[config.mk]
export PLATFORM = sky130hd
export DESIGN_NAME = fpu_norm_pipe_flat
export DESIGN_NICKNAME = d
export VERILOG_FILES = /design/src/rtl/fpu_pkg.sv /design/src/rtl/fpu_norm_pipe_if.sv /design/src/rtl/fpu_lshift.sv /design/src/rtl/fpu_norm_pipe.sv /design/src/flat_wrapper.sv
export SDC_FILE = /design/constraint.sdc
export NUM_CORES = 1
export LEC_CHECK = 0
export CORE_MARGIN = 1.5
export CORE_UTILIZATION = 56
export CTS_CLUSTER_SIZE = 16
export DETAILED_ROUTE_END_ITERATION = 8
export GPL_TIMING_DRIVEN = 1
export PLACE_DENSITY_LB_ADDON = 0.25
export SYNTH_ARGS = -nofsm -noshare
export SYNTH_HDL_FRONTEND = slang
export SYNTH_SLANG_ARGS = --single-unit
export TNS_END_PERCENT = 30
[constraint.sdc]
create_clock -name i_clk -period 4.9 [get_ports i_clk]
set_input_delay 0.98 -clock i_clk [delete_from_list [all_inputs] [get_ports i_clk]]
set_output_delay 0.98 -clock i_clk [all_outputs]
set_load 0.05 [all_outputs]
[src/rtl/fpu_pkg.sv]
// Shared FPU definitions: default widths, position-width helper and the
// normalized beat record handed from normalization to rounding.
package fpu_pkg;

  localparam int DATA_W_DEF = 16;
  localparam int EXP_W_DEF  = 8;

  function automatic int pos_w(input int data_w);
    return (data_w > 1) ? $clog2(data_w) : 1;
  endfunction

  typedef struct packed {
    logic                  sign;
    logic [EXP_W_DEF-1:0]  exp;
    logic [DATA_W_DEF-1:0] data;
    logic                  zero;
    logic                  underflow;
  } norm_beat_t;

endpackage

[src/rtl/fpu_norm_pipe_if.sv]
// Valid/ready bus of the normalization stage: unnormalized beat in,
// normalized beat out. master = upstream/downstream side, slave = the stage.
interface fpu_norm_pipe_if
  import fpu_pkg::*;
#(
  parameter int DATA_W = DATA_W_DEF,
  parameter int EXP_W  = EXP_W_DEF,
  parameter int POS_W  = pos_w(DATA_W)
);
  logic              i_valid;
  logic              o_ready;
  logic              i_sign;
  logic [EXP_W-1:0]  i_exp;
  logic [DATA_W-1:0] i_data;
  logic [POS_W-1:0]  i_pos_one;
  logic              i_zero_flag;
  logic              o_valid;
  logic              i_ready;
  logic              o_sign;
  logic [EXP_W-1:0]  o_exp;
  logic [DATA_W-1:0] o_data;
  logic              o_zero;
  logic              o_underflow;

  modport master (
    output i_valid, i_sign, i_exp, i_data, i_pos_one, i_zero_flag, i_ready,
    input  o_ready, o_valid, o_sign, o_exp, o_data, o_zero, o_underflow
  );

  modport slave (
    input  i_valid, i_sign, i_exp, i_data, i_pos_one, i_zero_flag, i_ready,
    output o_ready, o_valid, o_sign, o_exp, o_data, o_zero, o_underflow
  );
endinterface

[src/rtl/fpu_lshift.sv]
// Combinational logarithmic barrel left shifter, zero fill from the LSB.
module fpu_lshift #(
  parameter int DATA_W = 16,
  parameter int POS_W  = 4
) (
  input  logic [DATA_W-1:0] data,
  input  logic [POS_W-1:0]  amount,
  output logic [DATA_W-1:0] result
);
  logic [DATA_W-1:0] stage [POS_W+1];

  always_comb begin
    stage[0] = data;
    for (int unsigned i = 0; i < POS_W; i++) begin
      stage[i+1] = amount[i] ? (stage[i] << (1 << i)) : stage[i];
    end
    result = stage[POS_W];
  end
endmodule

[src/rtl/fpu_norm_pipe.sv]
// Two-stage normalization pipeline: S1 holds the beat with its shift amount
// and adjusted exponent, S2 holds the shifted mantissa presented downstream.
module fpu_norm_pipe
  import fpu_pkg::*;
#(
  parameter int DATA_W = DATA_W_DEF,
  parameter int EXP_W  = EXP_W_DEF,
  parameter int POS_W  = pos_w(DATA_W)
) (
  input  logic           i_clk,
  input  logic           i_rst_n,
  fpu_norm_pipe_if.slave bus
);
  // Same layout as norm_beat_t, sized by this instance's parameters.
  typedef struct packed {
    logic              sign;
    logic [EXP_W-1:0]  exp;
    logic [DATA_W-1:0] data;
    logic              zero;
    logic              underflow;
  } beat_t;

  logic              s1_valid, s2_valid;
  logic              s1_adv, s2_adv, in_xfer;
  beat_t             s1_beat, s2_beat, in_beat;
  logic [POS_W-1:0]  s1_shift, in_shift;
  logic [EXP_W:0]    diff;
  logic              normal;
  logic [DATA_W-1:0] shifted;

  always_comb begin
    s2_adv      = !s2_valid || bus.i_ready;
    s1_adv      = s1_valid && s2_adv;
    bus.o_ready = !s1_valid || s2_adv;
    in_xfer     = bus.i_valid && bus.o_ready;
  end

  // One extra bit on the difference: its MSB flags exp < pos without wrapping.
  always_comb begin
    diff     = {1'b0, bus.i_exp} - (EXP_W+1)'(bus.i_pos_one);
    normal   = !diff[EXP_W] && (diff != '0);
    in_beat  = '0;
    in_shift = '0;
    in_beat.sign = bus.i_sign;
    in_beat.zero = bus.i_zero_flag;
    if (!bus.i_zero_flag) begin
      in_beat.data = bus.i_data;
      if (normal) begin
        in_beat.exp = diff[EXP_W-1:0];
        in_shift    = bus.i_pos_one;
      end else begin
        in_beat.underflow = 1'b1;
        in_shift = (bus.i_exp == '0) ? '0 : POS_W'(bus.i_exp - EXP_W'(1));
      end
    end
  end

  always_ff @(posedge i_clk or negedge i_rst_n) begin
    if (!i_rst_n) begin
      s1_valid <= 1'b0;
      s1_beat  <= '0;
      s1_shift <= '0;
    end else if (in_xfer) begin
      s1_valid <= 1'b1;
      s1_beat  <= in_beat;
      s1_shift <= in_shift;
    end else if (s1_adv) begin
      s1_valid <= 1'b0;
    end
  end

  fpu_lshift #(
    .DATA_W (DATA_W),
    .POS_W  (POS_W)
  ) u_lshift (
    .data   (s1_beat.data),
    .amount (s1_shift),
    .result (shifted)
  );

  always_ff @(posedge i_clk or negedge i_rst_n) begin
    if (!i_rst_n) begin
      s2_valid <= 1'b0;
      s2_beat  <= '0;
    end else if (s2_adv) begin
      s2_valid <= s1_valid;
      if (s1_valid) begin
        s2_beat      <= s1_beat;
        s2_beat.data <= shifted;
      end
    end
  end

  always_comb begin
    bus.o_valid     = s2_valid;
    bus.o_sign      = s2_beat.sign;
    bus.o_exp       = s2_beat.exp;
    bus.o_data      = s2_beat.data;
    bus.o_zero      = s2_beat.zero;
    bus.o_underflow = s2_beat.underflow;
  end
endmodule

[src/flat_wrapper.sv]
// flat-port wrapper written by rule: the top's interface ports become plain ports
module fpu_norm_pipe_flat import fpu_pkg::*;
#(
  parameter int DATA_W = DATA_W_DEF,
  parameter int EXP_W  = EXP_W_DEF,
  parameter int POS_W  = pos_w(DATA_W)
)
  (i_clk, i_rst_n, bus_i_valid, bus_i_sign, bus_i_exp, bus_i_data, bus_i_pos_one, bus_i_zero_flag, bus_i_ready, bus_o_ready, bus_o_valid, bus_o_sign, bus_o_exp, bus_o_data, bus_o_zero, bus_o_underflow);
  fpu_norm_pipe_if #(.DATA_W(DATA_W), .EXP_W(EXP_W), .POS_W(POS_W)) bus_i ();
  input  logic i_clk;
  input  logic i_rst_n;
  input wire logic [$bits(bus_i.i_valid)-1:0] bus_i_valid;
  input wire logic [$bits(bus_i.i_sign)-1:0] bus_i_sign;
  input wire logic [$bits(bus_i.i_exp)-1:0] bus_i_exp;
  input wire logic [$bits(bus_i.i_data)-1:0] bus_i_data;
  input wire logic [$bits(bus_i.i_pos_one)-1:0] bus_i_pos_one;
  input wire logic [$bits(bus_i.i_zero_flag)-1:0] bus_i_zero_flag;
  input wire logic [$bits(bus_i.i_ready)-1:0] bus_i_ready;
  output wire logic [$bits(bus_i.o_ready)-1:0] bus_o_ready;
  output wire logic [$bits(bus_i.o_valid)-1:0] bus_o_valid;
  output wire logic [$bits(bus_i.o_sign)-1:0] bus_o_sign;
  output wire logic [$bits(bus_i.o_exp)-1:0] bus_o_exp;
  output wire logic [$bits(bus_i.o_data)-1:0] bus_o_data;
  output wire logic [$bits(bus_i.o_zero)-1:0] bus_o_zero;
  output wire logic [$bits(bus_i.o_underflow)-1:0] bus_o_underflow;
  assign bus_i.i_valid = bus_i_valid;
  assign bus_i.i_sign = bus_i_sign;
  assign bus_i.i_exp = bus_i_exp;
  assign bus_i.i_data = bus_i_data;
  assign bus_i.i_pos_one = bus_i_pos_one;
  assign bus_i.i_zero_flag = bus_i_zero_flag;
  assign bus_i.i_ready = bus_i_ready;
  assign bus_o_ready = bus_i.o_ready;
  assign bus_o_valid = bus_i.o_valid;
  assign bus_o_sign = bus_i.o_sign;
  assign bus_o_exp = bus_i.o_exp;
  assign bus_o_data = bus_i.o_data;
  assign bus_o_zero = bus_i.o_zero;
  assign bus_o_underflow = bus_i.o_underflow;
  fpu_norm_pipe #(.DATA_W(DATA_W), .EXP_W(EXP_W), .POS_W(POS_W)) u_core (.i_clk(i_clk), .i_rst_n(i_rst_n), .bus(bus_i));
endmodule
* Word-level counts from Yosys, hierarchy flattened
Cells that the tools add are included.
Storage, ports and cells: input bits 34, register bits after elaboration 60, output and inout bits 29
Operators by class: reduce and logical (&&, ||, !) cells 12, muxes and demuxes 13, add/subtract/negate cells 2
Operators with widths (count):
- 2-to-1 mux 16 bit | 4
- 2-to-1 mux 24 bit | 1
- 2-to-1 mux 4 bit | 3
- nonzero test 9 bit | 1
- subtractor 8 x 4 -> 9 bit | 1
- zero test 8 bit | 1
- 2-to-1 mux 8 bit | 1
- 2-to-1 mux 1 bit | 4
- subtractor 4 x 1 -> 4 bit, second input constant | 1
- logical AND 1 bit | 3
- zero test 1 bit | 3
- logical OR 1 bit | 2
- AND reduction 2 bit | 1
- nonzero test 2 bit | 1

* Logic depth before layout (Yosys ltp)
Gate-level depths: netlist of run 1.
depth in word-level cells 5, mapped depth 10

* Hierarchy
A second synthesis of run 1 with hierarchy kept.
Second synthesis, totals: cell total of the unflattened synthesis 327, area, all modules 3387.0 µm²
By module, submodules not included:
- fpu_norm_pipe | cells an instance 228, times used 1, area an instance 2665.1 µm²
- fpu_lshift | cells an instance 99, times used 1, area an instance 721.9 µm²

* Worst setup path before layout of run 1
Ideal clock, no wire load.
path type in2reg, from in bus_i_exp[0], to reg u_core.s1_shift[2], path slack 1750 ps, buffers on the path 0, stages on the path 10, setup time 126 ps, arrival time 3024 ps, cells stage by stage inv_1 > ha_1 > inv_1 > fa_1 > nor4b_1 > o211ai_1 > a21oi_1 > o2111ai_2 > and2_2 > a221o_1
On the way: cells in the longest elaborated chain, start to end 5
Ends and longest elaborated chain:
- start, declared | RTL line flat_wrapper.sv:14 | input wire logic [$bits(bus_i.i_exp)-1:0] bus_i_exp;
- subtractor 8 x 4 -> 9 bit | RTL line fpu_norm_pipe.sv:40 | diff = {1'b0, bus.i_exp} - (EXP_W+1)'(bus.i_pos_one);
- nonzero test 9 bit / zero test 1 bit (equally long branches) | RTL line fpu_norm_pipe.sv:41 | normal = !diff[EXP_W] && (diff != '0);
- logical AND 1 bit | RTL line fpu_norm_pipe.sv:41
- 2-to-1 mux 4 bit * | RTL line fpu_norm_pipe.sv:48 | if (normal) begin
- 2-to-1 mux 4 bit * | RTL line fpu_norm_pipe.sv:46 | if (!bus.i_zero_flag) begin
- end signal, assigned | RTL line fpu_norm_pipe.sv:66 | s1_shift <= in_shift;
- end, declared | RTL line fpu_norm_pipe.sv:26 | logic [POS_W-1:0] s1_shift, in_shift;
Every way passes the cells marked *; elsewhere a longest branch is shown, timed or not. A chain may end at the register's enable or synchronous reset.

* Worst setup path after layout of run 1
from in bus_i_exp[0], to reg u_core.s1_shift[0]
Same word-level chain as after synthesis.

==> impl_metrics.prom, run 1 <==
# TYPE chip_impl_metric gauge
chip_impl_metric{name="drt_wl_total",unit="mm"} 7.06
chip_impl_metric{name="asyncSetResetFlopFracSynth",unit="%"} 100
chip_impl_metric{name="postRouteAntennaNets",unit=""} 0
chip_impl_metric{name="ioPinCount",unit=""} 63
chip_impl_metric{name="slew_viol_final",unit=""} 0
chip_impl_metric{name="post_cts_resize_count",unit=""} 0
chip_impl_metric{name="floorplan.core_area",unit="sq um"} 5570
chip_impl_metric{name="timing.critical_path.slowest_cell_delay",unit="ns"} 0.57
chip_impl_metric{name="diodes",unit=""} 0
chip_impl_info{name="cts_tree",value="built"} 1
chip_impl_info{name="yosys_most_used_dff",value="sky130_fd_sc_hd__dfrtp_1"} 1
chip_impl_metric{name="grt_pass1_wl",unit="mm"} 12.0
chip_impl_metric{name="synthToLayoutAreaGrowth",unit="%"} 27.5
chip_impl_info{name="worstSetupEndpointType",value="flip-flop"} 1
chip_impl_metric{name="leakage",unit="nW"} 1.78
chip_impl_metric{name="first_global_vias",unit=""} 2540
chip_impl_metric{name="die-area",unit="sq um"} 6300
chip_impl_metric{name="crit_buf_inv",unit=""} 3
chip_impl_metric{name="antenna_found_initial",unit=""} 0
chip_impl_metric{name="max_clock_freq",unit="GHz"} 0.266
chip_impl_metric{name="routed-wl-met2",unit="mm"} 3.42
chip_impl_metric{name="ys_seq_area_share",unit="%"} 46.0
chip_impl_metric{name="fillCellCount",unit=""} 443
chip_impl_metric{name="drv_cap",unit=""} 0
chip_impl_metric{name="fin_tns_setup",unit="ns"} 0
chip_impl_metric{name="setup_slack",unit="ns"} 1.14
chip_impl_metric{name="ffs_latches_synth",unit=""} 60
chip_impl_metric{name="irDropWorstVdd",unit="uV"} 258
chip_impl_metric{name="cts-buffers-inserted",unit=""} 9
chip_impl_metric{name="globalplace.congestion",unit=""} 0.929
chip_impl_metric{name="detail_route.vias_per_cell",unit=""} 5.76
chip_impl_metric{name="final.setup_skew",unit="ns"} 0.00607
chip_impl_metric{name="postSynthNetCount",unit=""} 362
chip_impl_metric{name="finalHoldViolCount",unit=""} 0
chip_impl_info{name="min-delay-path-class",value="reg -> reg"} 1
chip_impl_metric{name="row_count",unit=""} 27
chip_impl_metric{name="power.density_cell_area",unit="nW/um^2"} 420
chip_impl_metric{name="post-place-ws",unit="ns"} 0.871
chip_impl_metric{name="ys_types",unit=""} 45
chip_impl_info{name="worst-setup-path-type",value="in -> reg"} 1
chip_impl_metric{name="dp.final_hpwl",unit="mm"} 4.88
chip_impl_metric{name="cts.sink_count",unit=""} 60
chip_impl_metric{name="timing_worst_slew_pin_value",unit="ns"} 0.837
chip_impl_metric{name="critical_path.max_fanout",unit=""} 9
chip_impl_metric{name="vias",unit=""} 2615
chip_impl_metric{name="grt.total_usage",unit="%"} 25.0
chip_impl_info{name="root_buffer",value="sky130_fd_sc_hd__clkbuf_8"} 1
chip_impl_info{name="path_common_cell",value="sky130_fd_sc_hd__inv_1"} 1
chip_impl_metric{name="start_util",unit="%"} 58.6
chip_impl_metric{name="clk_latency",unit="ns"} 0.34
chip_impl_metric{name="place.port_buffers",unit=""} 62
chip_impl_metric{name="register_area",unit="sq um"} 1500
chip_impl_info{name="timing.critical_path.from_type",value="primary input"} 1
chip_impl_metric{name="final_cell_area",unit="sq um"} 4160
chip_impl_metric{name="route.detailed.wl_per_inst",unit="microns"} 15.5
chip_impl_metric{name="nets",unit=""} 420
chip_impl_metric{name="maximum_number_of_pins_on_one_net_before_global_route_repair",unit=""} 61
chip_impl_metric{name="final.min_clock_period",unit="ns"} 3.76
chip_impl_metric{name="post_cts_hold_buffer_count",unit=""} 0
chip_impl_metric{name="synth.cell_area",unit="sq um"} 3260
chip_impl_metric{name="slew-limit-headroom",unit="%"} 44.2
chip_impl_metric{name="dr.first_iter.drc_count",unit=""} 181
chip_impl_metric{name="grt_remaining_overflow",unit=""} 0
chip_impl_metric{name="synth_warnings",unit=""} 0
chip_impl_metric{name="wl_met3",unit="microns"} 384
chip_impl_info{name="routed.top_layer",value="met4"} 1
chip_impl_metric{name="min_period_over_period",unit="%"} 76.7
chip_impl_metric{name="clk_transition_reported_paths",unit="ns"} 0.06
chip_impl_metric{name="cp.required",unit="ns"} 5.18
chip_impl_metric{name="placed_area",unit="sq um"} 3930
chip_impl_metric{name="fin_util",unit="%"} 74.7
chip_impl_metric{name="cts-htree-levels",unit=""} 3
chip_impl_metric{name="synth-edff-count",unit=""} 0
chip_impl_metric{name="dr.pass1.iters",unit=""} 4
chip_impl_metric{name="met1_length",unit="mm"} 3.15
chip_impl_info{name="setup_repair_after_global_routing_missed_its_margin",value="false"} 1
chip_impl_metric{name="cells_after_synth",unit=""} 320
chip_impl_info{name="run_status",value="finished, final reports clean"} 1
chip_impl_info{name="path_cells",value="clkdlybuf4s50_1 > inv_1 > ha_1 > inv_1 > fa_1 > nor4b_1 > o211ai_1 > a21oi_1 > o2111ai_2 > or4_1 > nand3_1"} 1
chip_impl_metric{name="post-route-drc-count",unit=""} 0
chip_impl_metric{name="postCtsSetupBuffers",unit=""} 0
chip_impl_info{name="cp_slowest_cell",value="sky130_fd_sc_hd__or4_1"} 1
chip_impl_metric{name="finalSetupViolCount",unit=""} 0
chip_impl_metric{name="final_layout_size_suffix_gt1_share",unit="%"} 12.3
chip_impl_metric{name="arrival",unit="ns"} 4.03
chip_impl_metric{name="fp.dieH",unit="microns"} 79.4
chip_impl_metric{name="total_area_of_multi_input_combinational_cells",unit="sq um"} 1660
chip_impl_metric{name="total_power",unit="mW"} 1.75
chip_impl_info{name="critPathTopFamily",value="simple AND/OR/NAND/NOR gates"} 1
chip_impl_metric{name="clockBufferDepth",unit=""} 2
chip_impl_metric{name="chipWidth",unit="microns"} 79.4
chip_impl_metric{name="post_synth.cell_area_avg",unit="sq um"} 10.2
area by class of cell:
type,count,area share [%]
clock inverters,5,2.40
flip-flops and latches,60,36.1
multi-input cells,233,39.8
repair buffers,66,15.5
inverters,8,0.721
well taps,72,2.16
clock buffers,10,3.31
Yosys cell counts, types with 2 or more instances:
| cell type | instances | area, sq um |
|---|---|---|
| sky130_fd_sc_hd__dfrtp_1 | 60 | 1500 |
| sky130_fd_sc_hd__nand2_1 | 38 | 143 |
| sky130_fd_sc_hd__o21ai_0 | 34 | 170 |
| sky130_fd_sc_hd__mux2i_1 | 24 | 240 |
| sky130_fd_sc_hd__nand2b_1 | 21 | 131 |
| sky130_fd_sc_hd__mux2_2 | 17 | 191 |
| sky130_fd_sc_hd__nor2_1 | 16 | 60.1 |
| sky130_fd_sc_hd__clkbuf_1 | 14 | 52.6 |
| sky130_fd_sc_hd__a22o_1 | 10 | 87.6 |
| sky130_fd_sc_hd__a211oi_1 | 8 | 60.1 |
| sky130_fd_sc_hd__a21oi_1 | 8 | 40.0 |
| sky130_fd_sc_hd__inv_1 | 8 | 30.0 |
| sky130_fd_sc_hd__ha_1 | 7 | 87.6 |
| sky130_fd_sc_hd__a21o_1 | 4 | 30.0 |
| sky130_fd_sc_hd__buf_2 | 3 | 15.0 |
| sky130_fd_sc_hd__nor3_1 | 3 | 15.0 |
| sky130_fd_sc_hd__o22a_1 | 3 | 26.3 |
| sky130_fd_sc_hd__o31ai_1 | 3 | 22.5 |
| sky130_fd_sc_hd__xnor2_1 | 3 | 26.3 |
| sky130_fd_sc_hd__a22oi_1 | 2 | 15.0 |
| sky130_fd_sc_hd__buf_1 | 2 | 7.51 |
| sky130_fd_sc_hd__mux4_2 | 2 | 45.0 |
| sky130_fd_sc_hd__nand3_1 | 2 | 10.0 |
| sky130_fd_sc_hd__nand3b_1 | 2 | 15.0 |
| sky130_fd_sc_hd__nor3b_1 | 2 | 15.0 |
| sky130_fd_sc_hd__nor4b_1 | 2 | 17.5 |
| sky130_fd_sc_hd__or3_1 | 2 | 12.5 |
| sky130_fd_sc_hd__or4_1 | 2 | 15.0 |
| sky130_fd_sc_hd__xor2_1 | 2 | 17.5 |
registers in the layout (all words and copies together) (netlist names):
register / cells
u_core.bus.o_zero: 1
u_core.bus.o_sign: 1
u_core.bus.o_valid: 1
u_core.bus.o_exp: 8
u_core.bus.o_data: 16
u_core.s1_valid: 1
u_core.s1_beat: 27
u_core.s1_shift: 4
u_core.bus.o_underflow: 1
cell usage in the layout, fill, tap and decap left out, types with 7 or more instances in the layout:
cell and instances:
sky130_fd_sc_hd__clkdlybuf4s50_1 61, sky130_fd_sc_hd__mux2_2 17, sky130_fd_sc_hd__clkbuf_8 10, sky130_fd_sc_hd__a21oi_1 8
sky130_fd_sc_hd__mux2i_1 24, sky130_fd_sc_hd__a22o_1 10, sky130_fd_sc_hd__nand2b_1 21, sky130_fd_sc_hd__inv_1 8
sky130_fd_sc_hd__dfrtp_1 60, sky130_fd_sc_hd__nand2_1 38, sky130_fd_sc_hd__ha_1 7, sky130_fd_sc_hd__a211oi_1 8
sky130_fd_sc_hd__nor2_1 16, sky130_fd_sc_hd__o21ai_0 34
routing by layer:
layer | up-vias | GRT usage, %
li1 | 1263 | -
met1 | 1252 | 33.2
met2 | 90 | 40.1
met3 | 10 | 5.17
met4 | 0 | 9.82
met5 | - | 0
metrics by stage:
stage	hold WS, ns	instances
after floorplan	0.446	320
after global placement	0.462	439
after detailed placement	0.462	439
after CTS	0.483	454
after global routing	0.516	454
final	0.481	454
tightest hold or removal path: stages, from the launching register on:
cell	delay, ns
sky130_fd_sc_hd__dfrtp_1	0.34
sky130_fd_sc_hd__nand2_1	0.05
sky130_fd_sc_hd__o21ai_0	0.06
kinds of logic (layout without fill, tap and decap cells):
family | Yosys count | count (layout) | share of synthesized area [%]
and+or+nand+nor | 96 | 96 | 14.7
AOI/OAI and AO/OA | 81 | 81 | 16.9
DFF | 60 | 60 | 46.0
muxes | 43 | 43 | 14.6
buffers and inverters | 27 | 89 | 3.22
adders and majority gates | 8 | 8 | 3.30
xor gates and xnor gates | 5 | 5 | 1.34
worst paths after layout:
kind                                     from  cells after the start  slack [ns]                     to
min in group asynchronous             i_rst_n                      2        0.78      u_core.s1_beat[1]
hold / removal             u_core.s1_beat[16]                      2        0.48     u_core.s1_beat[16]
max in group asynchronous             i_rst_n                      2        3.63     u_core.s1_beat[16]
setup reg to reg           u_core.s1_shift[1]                      6        2.75  u_core.bus.o_data[13]
setup / recovery                 bus_i_exp[0]                     11        1.14     u_core.s1_shift[0]
hold reg to reg            u_core.s1_beat[16]                      2        0.48     u_core.s1_beat[16]
report_power, final:
part	internal [mW]	switching (mW)	total, mW
Clock	0.347	0.191	0.538
Combinational	0.224	0.337	0.562
Sequential	0.575	0.0720	0.648
(Power assumes the default switching activity.)
==> run 2, diff against run 1 <==
Settings changed: CORE_UTILIZATION 56 to 52.
Clock period 4.9 ns to 3.65 ns, I/O delays scaled along.
==> impl_metrics.prom, run 2 (same netlist as run 1, synthesis figures left out) <==
# TYPE chip_impl_metric gauge
chip_impl_metric{name="finalHoldViolCount",unit=""} 0
chip_impl_metric{name="antenna_found_initial",unit=""} 0
chip_impl_metric{name="slew_viol_final",unit=""} 0
chip_impl_metric{name="nets",unit=""} 424
chip_impl_metric{name="fin_tns_setup",unit="ns"} 0
chip_impl_metric{name="final.setup_skew",unit="ns"} 0.00517
chip_impl_info{name="run_status",value="finished, final reports clean"} 1
chip_impl_metric{name="arrival",unit="ns"} 3.54
chip_impl_metric{name="first_global_vias",unit=""} 2468
chip_impl_metric{name="postCtsSetupBuffers",unit=""} 0
chip_impl_metric{name="grt_remaining_overflow",unit=""} 0
chip_impl_metric{name="max_clock_freq",unit="GHz"} 0.301
chip_impl_metric{name="final_layout_size_suffix_gt1_share",unit="%"} 13.2
chip_impl_info{name="min-delay-path-class",value="in -> async"} 1
chip_impl_metric{name="power.net_switching",unit="mW"} 0.809
chip_impl_metric{name="slew-limit-headroom",unit="%"} 46.6
chip_impl_info{name="mostFrequentLayoutCells",value="sky130_fd_sc_hd__clkdlybuf4s50_1 (61), sky130_fd_sc_hd__dfrtp_1 (60), sky130_fd_sc_hd__nand2_1 (38), sky130_fd_sc_hd__o21ai_0 (34), sky130_fd_sc_hd__mux2i_1 (24)"} 1
chip_impl_metric{name="drt_wl_total",unit="mm"} 7.07
chip_impl_metric{name="diodes",unit=""} 0
chip_impl_metric{name="cp.required",unit="ns"} 3.87
chip_impl_metric{name="setup_slack_of_the_most_critical_reg_to_reg_path",unit="ns"} 1.52
chip_impl_metric{name="timing_worst_slew_pin_value",unit="ns"} 0.801
chip_impl_metric{name="drv_cap",unit=""} 0
chip_impl_info{name="setup_repair_after_global_routing_missed_its_margin",value="false"} 1
chip_impl_metric{name="finalSetupViolCount",unit=""} 0
chip_impl_metric{name="setup_slack",unit="ns"} 0.329
chip_impl_metric{name="crit_buf_inv",unit=""} 3
chip_impl_metric{name="p_comb_share",unit="%"} 34.0
chip_impl_info{name="cts_tree",value="built"} 1
chip_impl_metric{name="power.density_cell_area",unit="nW/um^2"} 536
chip_impl_metric{name="post_cts_hold_buffer_count",unit=""} 0
chip_impl_metric{name="globalplace.congestion",unit=""} 0.872
chip_impl_metric{name="clk_transition_reported_paths",unit="ns"} 0.07
chip_impl_info{name="layout_commonest_cell",value="sky130_fd_sc_hd__clkdlybuf4s50_1"} 1
chip_impl_info{name="worstSetupEndpointType",value="flip-flop"} 1
chip_impl_info{name="timing.critical_path.from_type",value="primary input"} 1
chip_impl_metric{name="postRouteAntennaNets",unit=""} 0
chip_impl_metric{name="timing.critical_path.slowest_cell_delay",unit="ns"} 0.52
chip_impl_metric{name="cts-htree-levels",unit=""} 3
chip_impl_metric{name="place.port_buffers",unit=""} 62
chip_impl_metric{name="irDropWorstVdd",unit="uV"} 307
chip_impl_info{name="path_common_cell",value="sky130_fd_sc_hd__inv_1"} 1
chip_impl_metric{name="die-area",unit="sq um"} 6760
chip_impl_metric{name="chipWidth",unit="microns"} 82.2
chip_impl_metric{name="start_util",unit="%"} 54.5
chip_impl_info{name="top_register",value="u_core.s1_beat"} 1
chip_impl_metric{name="post_cts_resize_count",unit=""} 0
chip_impl_metric{name="share_seq_of_total_power",unit="%"} 38.8
chip_impl_metric{name="maximum_number_of_pins_on_one_net_before_global_route_repair",unit=""} 40
chip_impl_metric{name="dp.final_hpwl",unit="mm"} 5.17
chip_impl_metric{name="fp.dieH",unit="microns"} 82.2
chip_impl_metric{name="p_clk_share",unit="%"} 27.2
chip_impl_metric{name="cts.sink_count",unit=""} 60
chip_impl_metric{name="post-place-ws",unit="ns"} 0.0218
chip_impl_metric{name="clockBufferDepth",unit=""} 2
chip_impl_metric{name="route.detailed.wl_per_inst",unit="microns"} 15.3
chip_impl_metric{name="critical_path.max_fanout",unit=""} 7
chip_impl_metric{name="max_reg_flops",unit=""} 27
chip_impl_metric{name="grt_pass1_wl",unit="mm"} 11.8
chip_impl_metric{name="clk_latency",unit="ns"} 0.34
chip_impl_metric{name="sw_frac_of_total",unit="%"} 36.2
chip_impl_info{name="cp_slowest_cell",value="sky130_fd_sc_hd__clkdlybuf4s50_1"} 1
chip_impl_metric{name="grt.total_usage",unit="%"} 23.2
chip_impl_metric{name="placed_area",unit="sq um"} 3970
chip_impl_metric{name="cts-buffers-inserted",unit=""} 9
chip_impl_metric{name="dr.pass1.iters",unit=""} 4
chip_impl_metric{name="min_period_over_period",unit="%"} 91.0
chip_impl_metric{name="internal-power",unit="mW"} 1.43
chip_impl_metric{name="floorplan.core_area",unit="sq um"} 5990
chip_impl_info{name="path_cells",value="clkdlybuf4s50_1 > inv_1 > ha_1 > inv_1 > fa_1 > nor4b_1 > o211ai_1 > a21oi_1 > o2111ai_2 > and2_2 > a221o_1"} 1
chip_impl_info{name="critPathTopFamily",value="compound AO/OA/AOI/OAI gates"} 1
chip_impl_info{name="worst-setup-path-type",value="in -> reg"} 1
chip_impl_metric{name="ioPinCount",unit=""} 63
chip_impl_metric{name="vias",unit=""} 2610
chip_impl_metric{name="row_count",unit=""} 28
chip_impl_metric{name="leakage",unit="nW"} 1.79
chip_impl_metric{name="post-route-drc-count",unit=""} 0
chip_impl_metric{name="detail_route.vias_per_cell",unit=""} 5.65
chip_impl_info{name="root_buffer",value="sky130_fd_sc_hd__clkbuf_8"} 1
chip_impl_metric{name="final_cell_area",unit="sq um"} 4170
chip_impl_metric{name="synthToLayoutAreaGrowth",unit="%"} 27.9
chip_impl_metric{name="final.min_clock_period",unit="ns"} 3.32
chip_impl_metric{name="fin_hold_ws",unit="ns"} 0.457
chip_impl_metric{name="dr.first_iter.drc_count",unit=""} 136
==> run 2: changes by cell type in the layout (fill, tap and decap cells not counted) <==
cell / previous run / this run
sky130_fd_sc_hd__buf_12: 0 / 1
sky130_fd_sc_hd__clkinvlp_4: 0 / 1
sky130_fd_sc_hd__clkbuf_1: 0 / 1
sky130_fd_sc_hd__clkbuf_8: 10 / 11
sky130_fd_sc_hd__bufinv_16: 3 / 1
sky130_fd_sc_hd__buf_4: 4 / 7
==> run 2: power by group through the flow <==
stage / clock network (mW) / logic (mW) / registers, mW
global route: 0.649 / 0.815 / 0.884
finish: 0.608 / 0.760 / 0.869
floorplan: 0 / 0.295 / 1.08
detailed placement: 0 / 0.760 / 0.882
global placement: 0 / 0.749 / 0.876
CTS: 0.615 / 0.764 / 0.869
==> run 2: final timing paths <==
path	start	end	depth (start not counted)
worst max-delay path	bus_i_exp[0]	u_core.s1_shift[2]	11
worst min-delay path	i_rst_n	u_core.s1_beat[1]	1
worst max register to register	u_core.s1_shift[1]	u_core.bus.o_data[15]	5
worst min register to register	u_core.bus.o_data[15]	u_core.bus.o_data[15]	2
max in group asynchronous	i_rst_n	u_core.s1_beat[7]	2
min in group i_clk	u_core.bus.o_data[15]	u_core.bus.o_data[15]	2
==> run 2: metal layers <==
metal  wire, microns  track usage (%)  up-vias
met4             108             10.2        0
met2            3240             36.2       72
met1            3330             31.4     1252
met3             382             4.62       13
met5               0                0        -
li1                -                -     1273
==> run 2: cell type report <==
type	count	area, sq um
inverter	8	30.0
clock inverter	4	47.5
sequential	60	1500
timing repair buffer	70	688
multi-input combinational	233	1660
fill	461	1820
tap	75	93.8
clock buffer	12	155
==> run 2: through the flow <==
stage / total power [mW] / std cells / util (%)
global route: 2.35 / 462 / 69.7
finish: 2.24 / 462 / 69.7
CTS: 2.25 / 462 / 69.7
global placement: 1.62 / 446 / 66.3
detailed placement: 1.64 / 446 / 66.3
floorplan: 1.37 / 320 / -
==> run 2: worst register-to-register path: stages, from the launching register on <==
cell and delay, ns:
sky130_fd_sc_hd__dfrtp_1 0.86, sky130_fd_sc_hd__mux2_2 0.43, sky130_fd_sc_hd__mux2i_1 0.19, sky130_fd_sc_hd__o21ai_0 0.18, sky130_fd_sc_hd__a21oi_1 0.24, sky130_fd_sc_hd__o21ai_0 0.09
==> run 3, diff against run 2 <==
Settings changed: CAP_MARGIN from default to 20, CORE_UTILIZATION 52 to 30.
==> impl_metrics.prom, run 3 (same netlist as run 1, synthesis figures left out) <==
# TYPE chip_impl_metric gauge
chip_impl_metric{name="cp.required",unit="ns"} 3.92
chip_impl_metric{name="irDropWorstVdd",unit="uV"} 185
chip_impl_info{name="timing.critical_path.to",value="u_core.s1_shift[2]"} 1
chip_impl_metric{name="max_clock_freq",unit="GHz"} 0.304
chip_impl_metric{name="grt_remaining_overflow",unit=""} 0
chip_impl_info{name="endpoint_of_the_worst_register_to_register_path",value="u_core.bus.o_data[13]"} 1
chip_impl_metric{name="floorplan.core_area",unit="sq um"} 10500
chip_impl_metric{name="min_period_over_period",unit="%"} 90.2
chip_impl_metric{name="drt_wl_total",unit="mm"} 7.31
chip_impl_metric{name="antenna_found_initial",unit=""} 0
chip_impl_info{name="worst-setup-path-type",value="in -> reg"} 1
chip_impl_info{name="reg2reg_from",value="u_core.s1_shift[1]"} 1
chip_impl_metric{name="finalSetupViolCount",unit=""} 0
chip_impl_info{name="root_buffer",value="sky130_fd_sc_hd__clkbuf_8"} 1
chip_impl_metric{name="detail_route.vias_per_cell",unit=""} 4.87
chip_impl_info{name="top_register",value="u_core.s1_beat"} 1
chip_impl_metric{name="grt_pass1_wl",unit="mm"} 12.6
chip_impl_metric{name="cts-htree-levels",unit=""} 3
chip_impl_metric{name="timing.critical_path.slowest_cell_delay",unit="ns"} 0.54
chip_impl_metric{name="postCtsSetupBuffers",unit=""} 0
chip_impl_metric{name="fin_util",unit="%"} 40.1
chip_impl_info{name="setup_repair_after_global_routing_missed_its_margin",value="false"} 1
chip_impl_metric{name="place.port_buffers",unit=""} 62
chip_impl_metric{name="chipWidth",unit="microns"} 107
chip_impl_info{name="min-delay-path-class",value="in -> async"} 1
chip_impl_info{name="cts_tree",value="built"} 1
chip_impl_metric{name="post_cts_resize_count",unit=""} 0
chip_impl_metric{name="finalHoldViolCount",unit=""} 0
chip_impl_info{name="path_cells",value="clkdlybuf4s50_1 > inv_1 > ha_1 > inv_1 > fa_1 > nor4b_1 > o211ai_1 > a21oi_1 > o2111ai_2 > buf_4 > a2111oi_2 > a221o_1"} 1
chip_impl_metric{name="power.density_cell_area",unit="nW/um^2"} 513
chip_impl_metric{name="total_power",unit="mW"} 2.15
chip_impl_metric{name="critical_path.max_fanout",unit=""} 5
chip_impl_metric{name="slew_viol_final",unit=""} 0
chip_impl_metric{name="slew-limit-headroom",unit="%"} 41.7
chip_impl_info{name="mostFrequentLayoutCells",value="sky130_fd_sc_hd__clkdlybuf4s50_1 (61), sky130_fd_sc_hd__dfrtp_1 (60), sky130_fd_sc_hd__nand2_1 (38), sky130_fd_sc_hd__o21ai_0 (34), sky130_fd_sc_hd__mux2i_1 (24)"} 1
chip_impl_metric{name="row_count",unit=""} 37
chip_impl_metric{name="maximum_number_of_pins_on_one_net_before_global_route_repair",unit=""} 51
chip_impl_metric{name="vias",unit=""} 2526
chip_impl_metric{name="clk_transition_reported_paths",unit="ns"} 0.06
chip_impl_metric{name="dr.pass1.iters",unit=""} 4
chip_impl_metric{name="timing_worst_slew_pin_value",unit="ns"} 0.869
chip_impl_metric{name="globalplace.congestion",unit=""} 0.909
chip_impl_info{name="cp_slowest_cell",value="sky130_fd_sc_hd__clkdlybuf4s50_1"} 1
chip_impl_metric{name="final_layout_size_suffix_gt1_share",unit="%"} 12.5
chip_impl_info{name="run_status",value="finished, final reports clean"} 1
chip_impl_metric{name="cts-buffers-inserted",unit=""} 9
chip_impl_info{name="path_common_cell",value="sky130_fd_sc_hd__inv_1"} 1
chip_impl_metric{name="route.detailed.wl_per_inst",unit="microns"} 14.1
chip_impl_metric{name="die-area",unit="sq um"} 11500
chip_impl_metric{name="max_reg_flops",unit=""} 27
chip_impl_info{name="worstSetupEndpointType",value="flip-flop"} 1
chip_impl_metric{name="arrival",unit="ns"} 3.56
chip_impl_metric{name="dp.final_hpwl",unit="mm"} 5.57
chip_impl_metric{name="clk_latency",unit="ns"} 0.33
chip_impl_metric{name="setup_slack_of_the_most_critical_reg_to_reg_path",unit="ns"} 1.54
chip_impl_info{name="layout_commonest_cell",value="sky130_fd_sc_hd__clkdlybuf4s50_1"} 1
chip_impl_info{name="setup.worst_path.start",value="bus_i_exp[0]"} 1
chip_impl_metric{name="dr.first_iter.drc_count",unit=""} 66
chip_impl_metric{name="post_cts_hold_buffer_count",unit=""} 0
chip_impl_metric{name="synthToLayoutAreaGrowth",unit="%"} 28.5
chip_impl_metric{name="fp.dieH",unit="microns"} 107
chip_impl_metric{name="grt.total_usage",unit="%"} 13.9
chip_impl_metric{name="diodes",unit=""} 0
chip_impl_metric{name="worstRegToRegCells",unit=""} 6
chip_impl_metric{name="postRouteAntennaNets",unit=""} 0
chip_impl_metric{name="drv_cap",unit=""} 0
chip_impl_metric{name="final.setup_skew",unit="ns"} 0.00484
chip_impl_metric{name="ioPinCount",unit=""} 63
chip_impl_metric{name="leakage",unit="nW"} 1.77
chip_impl_metric{name="first_global_vias",unit=""} 2554
chip_impl_metric{name="post-route-drc-count",unit=""} 0
chip_impl_metric{name="nets",unit=""} 422
chip_impl_metric{name="fin_tns_setup",unit="ns"} 0
chip_impl_info{name="timing.critical_path.from_type",value="primary input"} 1
chip_impl_metric{name="clockBufferDepth",unit=""} 2
chip_impl_metric{name="cts.sink_count",unit=""} 60
chip_impl_metric{name="start_util",unit="%"} 31.2
chip_impl_metric{name="final.min_clock_period",unit="ns"} 3.29
==> run 3: cell types whose count changed in the layout (fill, tap and decap cells not counted) <==
cell	before	now
sky130_fd_sc_hd__clkinvlp_4	1	0
sky130_fd_sc_hd__clkbuf_1	1	0
sky130_fd_sc_hd__buf_12	1	0
sky130_fd_sc_hd__buf_4	7	6
sky130_fd_sc_hd__bufinv_16	1	0
sky130_fd_sc_hd__clkbuf_8	11	12
==> run 3: worst min-delay path by stage <==
stage                                from               endpoint  cells after the start
floorplan                         i_rst_n   u_core.bus.o_data[0]                      0
global placement        u_core.s1_beat[0]      u_core.s1_beat[0]                      1
detailed placement      u_core.s1_beat[0]      u_core.s1_beat[0]                      1
CTS                 u_core.bus.o_data[10]  u_core.bus.o_data[10]                      2
global route        u_core.bus.o_data[13]  u_core.bus.o_data[13]                      1
finish                            i_rst_n     u_core.s1_beat[22]                      1
==> run 3: stage by stage <==
stage	cell area, sq um	worst slack [ns]	cells	hold WS (ns)
2_1_floorplan	3260	0.750	320	0.434
3_3_place_gp	4020	0.146	505	0.465
3_5_place_dp	4020	0.0373	505	0.471
4_1_cts	4200	0.388	519	0.488
5_1_grt	4200	0.165	519	0.497
6_report	4200	0.359	519	0.476
==> run 3: area by class of cell <==
cell class              count  area [sq um]
flip-flops and latches     60          1500
fillers                  1056          6270
clock inverters             2          10.0
multi-input cells         233          1660
inverters                   8          30.0
repair buffers             68           661
clock buffers              12           165
well taps                 136           170
==> run 3: where the power goes <==
group          switching (mW)  internal, mW  total, mW
registers              0.0946         0.773      0.867
logic                   0.453         0.302      0.754
clock network           0.237         0.292      0.528
==> run 3: per-layer routing <==
layer / vias to the layer above / track usage [%] / wire length [microns]
met5: - / 0 / 0
met4: 0 / 5.05 / 89
met3: 7 / 3.21 / 260
met2: 49 / 21.5 / 3360
met1: 1203 / 19.0 / 3600
li1: 1267 / - / -
==> run 3: worst max-delay path, delay by kind of cell <==
kind	cells	cell delay (ns)
buffers and inverters	4	0.90
AO/OA/AOI/OAI	5	0.98
AND/OR/NAND/NOR	1	0.34
adder cells (fa/ha/maj)	2	0.61
